<file path="src/rtl/hazard_scoreboard_pkg.sv">
// Shared types for the hazard unit: register index, forwarding select constant,
// and the load-shadow entry layout.
package hazard_scoreboard_pkg;

    typedef logic [4:0] regbits_t;

    // Select value meaning "take the operand from the register file"
    localparam int FWD_RF = 0;

    typedef struct packed {
        logic     valid;
        regbits_t dst;
    } ldshadow_t;

endpackage

</file>
<file path="src/rtl/hazard_scoreboard_load_shadow.sv">
// Load shadow: remembers loads for LOAD_LAT cycles after they enter EX and
// flags any decode source register that would read a not-yet-forwardable result.
module hazard_scoreboard_load_shadow
    import hazard_scoreboard_pkg::*;
#(
    parameter int LOAD_LAT = 1
) (
    input  logic     CLK,
    input  logic     nRST,
    input  logic     i_ld_issue,
    input  regbits_t i_ld_dst,
    input  regbits_t i_src_a,
    input  regbits_t i_src_b,
    output logic     o_match
);

    ldshadow_t r_shadow [LOAD_LAT];

    // Shift loads through the shadow every edge; stalls never hold it because
    // the loads are already past decode.
    always_ff @(posedge CLK or negedge nRST) begin
        if (!nRST) begin
            for (int i = 0; i < LOAD_LAT; i++) begin
                r_shadow[i] <= '0;
            end
        end else begin
            r_shadow[0].valid <= i_ld_issue && (i_ld_dst != '0);
            r_shadow[0].dst   <= i_ld_dst;
            for (int i = 1; i < LOAD_LAT; i++) begin
                r_shadow[i] <= r_shadow[i-1];
            end
        end
    end

    // Any valid entry whose destination equals a nonzero source is a hit
    always_comb begin
        o_match = 1'b0;
        for (int i = 0; i < LOAD_LAT; i++) begin
            if (r_shadow[i].valid &&
                (((i_src_a != '0) && (r_shadow[i].dst == i_src_a)) ||
                 ((i_src_b != '0) && (r_shadow[i].dst == i_src_b)))) begin
                o_match = 1'b1;
            end
        end
    end

endmodule

</file>
<file path="src/rtl/hazard_scoreboard.sv">
// Hazard unit beside the decode/execute boundary: multi-stage forwarding,
// load-use shadow, long-latency register scoreboard and a saturating stall counter.
module hazard_scoreboard
    import hazard_scoreboard_pkg::*;
#(
    parameter  int NSTAGE   = 2,
    parameter  int LOAD_LAT = 1,
    parameter  int CNTW     = 16,
    localparam int SELW     = $clog2(NSTAGE + 1)
) (
    input  logic                    CLK,
    input  logic                    nRST,
    input  logic                    id_valid,
    input  regbits_t                id_rs,
    input  regbits_t                id_rt,
    input  regbits_t                ex_rs,
    input  regbits_t                ex_rt,
    input  logic                    ex_memwrite,
    input  logic     [NSTAGE-1:0]   fwd_wen,
    input  regbits_t [NSTAGE-1:0]   fwd_dst,
    input  logic                    ld_issue,
    input  regbits_t                ld_dst,
    input  logic                    issue_long,
    input  regbits_t                issue_dst,
    input  logic                    long_done,
    input  regbits_t                long_dst,
    input  logic                    flush,
    output logic                    stall,
    output logic     [SELW-1:0]     forwarda_sel,
    output logic     [SELW-1:0]     forwardb_sel,
    output logic     [SELW-1:0]     memdata_sel,
    output logic     [CNTW-1:0]     stall_cycles
);

    logic [31:0]     r_pending;
    logic [31:0]     w_pending_nxt;
    logic [CNTW-1:0] r_stall_cnt;
    logic [SELW-1:0] w_sel_a;
    logic [SELW-1:0] w_sel_b;
    logic            w_shadow_hit;
    logic            w_sb_set;

    hazard_scoreboard_load_shadow #(
        .LOAD_LAT (LOAD_LAT)
    ) u_load_shadow (
        .CLK        (CLK),
        .nRST       (nRST),
        .i_ld_issue (ld_issue),
        .i_ld_dst   (ld_dst),
        .i_src_a    (id_rs),
        .i_src_b    (id_rt),
        .o_match    (w_shadow_hit)
    );

    // Forwarding priority: scan far-to-near so the nearest producer overwrites
    always_comb begin
        w_sel_a = SELW'(FWD_RF);
        w_sel_b = SELW'(FWD_RF);
        for (int k = NSTAGE - 1; k >= 0; k--) begin
            if (fwd_wen[k] && (fwd_dst[k] != '0) && (fwd_dst[k] == ex_rs)) begin
                w_sel_a = SELW'(k + 1);
            end
            if (fwd_wen[k] && (fwd_dst[k] != '0) && (fwd_dst[k] == ex_rt)) begin
                w_sel_b = SELW'(k + 1);
            end
        end
    end

    // Stores route the rt result to the store-data mux instead of the ALU B input
    always_comb begin
        forwarda_sel = w_sel_a;
        forwardb_sel = ex_memwrite ? SELW'(FWD_RF) : w_sel_b;
        memdata_sel  = ex_memwrite ? w_sel_b : SELW'(FWD_RF);
    end

    // Stall on load shadow, pending source (RAW) or pending destination (WAW)
    always_comb begin
        stall = id_valid && !flush &&
                (w_shadow_hit ||
                 r_pending[id_rs] || r_pending[id_rt] ||
                 (issue_long && r_pending[issue_dst]));
    end

    // Scoreboard next state: clear first so a same-register set wins
    always_comb begin
        w_sb_set      = issue_long && id_valid && !stall && !flush && (issue_dst != '0);
        w_pending_nxt = r_pending;
        if (long_done) begin
            w_pending_nxt[long_dst] = 1'b0;
        end
        if (w_sb_set) begin
            w_pending_nxt[issue_dst] = 1'b1;
        end
        w_pending_nxt[0] = 1'b0;
    end

    // Scoreboard register
    always_ff @(posedge CLK or negedge nRST) begin
        if (!nRST) begin
            r_pending <= '0;
        end else begin
            r_pending <= w_pending_nxt;
        end
    end

    // Saturating stall-cycle counter
    always_ff @(posedge CLK or negedge nRST) begin
        if (!nRST) begin
            r_stall_cnt <= '0;
        end else if (stall && (r_stall_cnt != '1)) begin
            r_stall_cnt <= r_stall_cnt + 1'b1;
        end
    end

    assign stall_cycles = r_stall_cnt;

endmodule

</file>
<file path="config.mk">
export PLATFORM = sky130hd
export DESIGN_NAME = hazard_scoreboard
export DESIGN_NICKNAME = d
export VERILOG_FILES = /design/src/rtl/hazard_scoreboard_pkg.sv /design/src/rtl/hazard_scoreboard_load_shadow.sv /design/src/rtl/hazard_scoreboard.sv
export SDC_FILE = /design/constraint.sdc
export NUM_CORES = 1
export LEC_CHECK = 0
export ABC_AREA = 1
export CORE_AREA = 2 2 90 92
export DETAILED_ROUTE_END_ITERATION = 8
export DIE_AREA = 0 0 92 94
export GPL_TIMING_DRIVEN = 0
export PLACE_DENSITY = 0.82
export SLEW_MARGIN = 10
export SYNTH_ARGS = -nofsm -noshare
export SYNTH_HDL_FRONTEND = slang
export SYNTH_SLANG_ARGS = --single-unit
</file>
<file path="constraint.sdc">
create_clock -name CLK -period 6.9 [get_ports CLK]
set_input_delay 2.07 -clock CLK [delete_from_list [all_inputs] [get_ports CLK]]
set_output_delay 2.07 -clock CLK [all_outputs]
set_load 0.01 [all_outputs]
</file>
==> results of run 1 <==
-- flip-flops by register name, summed over array words and instances, names as in the netlist --
signal / cells
u_load_shadow.r_shadow: 6
stall_cycles: 16
r_pending: 31
-- stage by stage --
stage,total power [W],area [µm²]
after detailed placement,0.000606,5020
after CTS,0.000778,5100
after global routing,0.000825,5100
after floorplan,0.000494,4150
final,0.000781,5100
after global placement,0.000597,5010
-- layout by cell type, fill, tap and decap left out, drive strengths merged --
cell type,netlist,routed
a21boi,1,1
a21oi,4,4
buf,20,22
clkbuf,3,11
clkdlybuf4s50,0,72
dfrtp,53,53
ha,1,1
inv,59,59
nand2,226,226
nand3,96,96
nand3b,1,1
nand4,19,19
nor2,35,35
nor3,14,14
nor4,4,4
o21ai,65,65
o41ai,1,1
or2,1,1
or4,1,1
xnor2,19,19
xor2,21,21
-- area by class of cell --
class / count / area, µm²
well taps: 102 / 128
flip-flops and latches: 53 / 1330
repair buffers: 74 / 746
fillers: 703 / 2500
clock buffers: 8 / 80.1
plain buffers: 23 / 143
inverters: 59 / 221
multi-input cells: 509 / 2460
-- worst min-delay path: cells and delay by family (launching register included) --
kind	cells	cell delay, ps
flops	1	400
simple gates	2	130
-- final timing paths --
kind | from | endpoint | cells past startpoint
worst min register to register | stall_cycles[14]$_DFFE_PN0P_ | stall_cycles[14]$_DFFE_PN0P_ | 2
worst max-delay path | issue_dst[2] | stall | 10
worst min-delay path | stall_cycles[14]$_DFFE_PN0P_ | stall_cycles[14]$_DFFE_PN0P_ | 2
max in group asynchronous | nRST | stall_cycles[15]$_DFFE_PN0P_ | 2
min in group asynchronous | nRST | r_pending[26]$_DFF_PN0_ | 1
worst max register to register | stall_cycles[0]$_DFFE_PN0P_ | stall_cycles[13]$_DFFE_PN0P_ | 9
-- cell families (layout without fill, tap and decap cells) --
kind of cell	count (synthesis)	after routing	synth area share [%]
adder cells (fa/ha/maj)	1	1	0.301
AND/OR/NAND/NOR	397	397	41.6
buffers and inverters	82	164	8.77
flip-flops	53	53	31.9
AO/OA/AOI/OAI	71	71	8.98
XOR/XNOR	40	40	8.44
-- metal layers --
| layer | share of wire, % | vias up | global-route usage (%) | wire (µm) |
|---|---|---|---|---|
| met2 | 45 | 256 | 49.6 | 5970 |
| met5 | 0 | - | 0 | 0 |
| li1 | - | 2265 | - | - |
| met3 | 9.6 | 34 | 5.94 | 1280 |
| met4 | 2.1 | 0 | 9.95 | 280 |
| met1 | 43 | 2176 | 45.0 | 5760 |
-- where the power goes --
part | internal, W | switching, W | total (W)
Combinational | 0.000102 | 0.000137 | 0.000239
Sequential | 0.000335 | 0.0000322 | 0.000367
Clock | 0.0000725 | 0.000103 | 0.000175
==> summary by stage, run 1 <==
Global routing
The initial antenna violation count came to 0. The overall routing resource usage is 31.8%. The via count of the first global-routing pass is 4548. Entering global routing, the biggest net connects 30 pins. The total overflow left after global routing is 0.

The wire length of the first global-routing pass is 22000 µm.

Logic synthesis
The most used standard cell by instance count after synthesis is sky130_fd_sc_hd__nand2_1. Sorting the synthesized cells by area gives the leading types as sky130_fd_sc_hd__dfrtp_1 32%, sky130_fd_sc_hd__nand2_1 20%, sky130_fd_sc_hd__nand3_1 11%, sky130_fd_sc_hd__o21ai_0 5.4%, sky130_fd_sc_hd__inv_1 5.0%. The number of enable flip-flop cells after synthesis is 0. The number of instances in the synthesized netlist is 644. The share of flip-flops with an asynchronous set or reset is between 90% and 100%. The net count of the mapped netlist is 700. Yosys mapped the design onto 29 distinct sky130hd cell types. For this run, the register share of the synthesized area comes to 31.9%.

Ranked by instance count, the synthesized netlist is headed by 225 x sky130_fd_sc_hd__nand2_1, 94 x sky130_fd_sc_hd__nand3_1, 55 x sky130_fd_sc_hd__inv_1, 53 x sky130_fd_sc_hd__dfrtp_1, 45 x sky130_fd_sc_hd__o21ai_0. The summed instance area of the synthesized netlist is a little over 0.004 mm². Synthesis inferred 53 register bits. The top-area cell type share of the netlist area is 31.9%. Yosys printed 0 warnings.

The average instance area after synthesis is 6.45 µm². sky130_fd_sc_hd__dfrtp_1 takes more of the synthesized area than any other cell. The flip-flop cell with the highest count after synthesis is sky130_fd_sc_hd__dfrtp_1.

Final layout
The repair_antennas step left the layout with diodes totalling 0. The net count reported at finish is 781. Relative to the synthesized area, the layout overhead comes to 23.0%. Once layout is complete, the cells apart from fillers number 828. Cells with a size suffix above 1 make up 5.23% of the layout. Measured on the finished design, the core utilization comes to 67.1%.

Drt
The average vias per placed instance is 5.71. The detailed router's first-iteration violation count is between 400 and 500. After detailed routing, the total wire length is between 10000 and 15000 µm. The routed layout has 4731 vias. The length of the first detailed-routing pass in iterations is 5. The post-detailed-route wirelength per cell is between 15 and 20 µm. The post-route DRC violation count is 0.

The post-route antenna net violation count is 0.

Floorplanning
The height of the die is 94 µm. The initial utilization of the core area, before any placement, comes to a little over half. The number of primary I/O pins is 78. Measured along the x axis, the die boundary spans 92 µm. The initialized floorplan defines 32 standard-cell rows. The die covers 0.00865 mm².

The core region is 0.00761 mm².

Critical path
The family of cells with the greatest summed delay on the critical path is buffers and inverters. The most numerous cell type found on the critical path is sky130_fd_sc_hd__nand2_1. At the worst endpoint, the required time is ~4800 ps. The sum of buffers and inverters on the critical path is 3.

The category of the critical setup timing path is in2out. For the worst setup path, the data arrival time is 4560 ps. The kind of launch point of the worst setup path is a primary input. For this design, the slowest cell found on the critical path is sky130_fd_sc_hd__clkdlybuf4s50_1.

For this run, the slowest stage of the critical path takes 590 ps. The maximum fanout encountered on the critical timing path is 5. The register-to-register setup slack is 4510 ps.

The signal on the critical path passes through clkdlybuf4s50_1 -> inv_1 -> nor3_1 -> nand2_1 -> nand2_1 -> nor2_1 -> nand2_1 -> a21oi_4 -> a21boi_0 -> clkdlybuf4s50_1. The nature of the critical path endpoint is an output pin.

Clock tree
The root buffer cell chosen for the clock tree is sky130_fd_sc_hd__clkbuf_8. After clock tree synthesis, the clock-pin slew on the worst setup and hold paths is 90 ps. TritonCTS built the clock tree. CTS built an H-tree with a depth of 2. The clock latency of the later-clocked register in the worst-skew pair is 310 ps. The post-cts gate resize count is 0. The number of buffers on the longest clock path is 2. The clock net in this run drives a total of 53 sinks. The total clock buffers created by CTS is 5. Post-CTS timing repair inserted 0 buffers for setup. The number of hold buffers added after CTS was 0.

Timing
After routing, the total negative slack on setup checks comes to 0 ps. The hold violation count in the final report is 0. Setup repair after global routing left no endpoint under its margin. The tightest hold path in the finished design has a slack of 555 ps. The slack of the critical path is 269 ps. The shortest period the worst path allows is around 6600 ps. Static timing analysis puts the maximum clock frequency at around 150 MHz. The share of the cycle needed by the critical path after routing is 96.1%.

The final clock skew is between 8 and 9 ps. The number of pins exceeding their max-slew limit in the final report is 0. The final number of setup-violating endpoints is 0. The worst slew margin relative to its limit is 49.6%. For the pin with the worst max-slew slack, the measured transition is 753 ps.

Place
The count of buffers inserted at the top-level ports is 73. The total half-perimeter wirelength after legalization and detailed placement is roughly 10000 µm. The pre-CTS setup slack is 351 ps. The last weighted congestion value of the routability-driven placer is 0.966. Once placement completed, the tool counted placed cells totaling 820.

Hold path
The min-delay analysis places its worst path in the category reg2reg.

Pwr
The cell leakage power is between 2 and 2.5 nW. For this design the ratio of total power to cell area is approximately 150 mW/mm². The worst-case IR drop observed on VDD is 0.115 mV.

Outcome
The run finished with clean final reports.

Flow run
Max-cap violations in this run came to 0.
No activity file was read; power rests on OpenSTA's default activity.
==> inputs of run 2 (changes only) <==
--- a/config.mk
+++ b/config.mk
@@ -11,6 +11,7 @@
 export DIE_AREA = 0 0 92 94
 export GPL_TIMING_DRIVEN = 0
 export PLACE_DENSITY = 0.82
+export SKIP_CTS_REPAIR_TIMING = 1
 export SLEW_MARGIN = 10
 export SYNTH_ARGS = -nofsm -noshare
 export SYNTH_HDL_FRONTEND = slang
==> results of run 2 <==
Same layout as run 1: the final DEF is identical, and so are final timing and power.
==> inputs of run 3 (changes only) <==
==> constraint.sdc (replaced) <==
create_clock -name CLK -period 6.9 [get_ports CLK]
set_input_delay 1.38 -clock CLK [delete_from_list [all_inputs] [get_ports CLK]]
set_output_delay 1.38 -clock CLK [all_outputs]
set_load 0.01 [all_outputs]
==> results of run 3 <==
Same layout as run 1 (identical final DEF). Status: finished clean.
Among the figures that moved: setup slack after placement 351 ps -> 1730 ps; setup slack after layout 269 ps -> 1650 ps
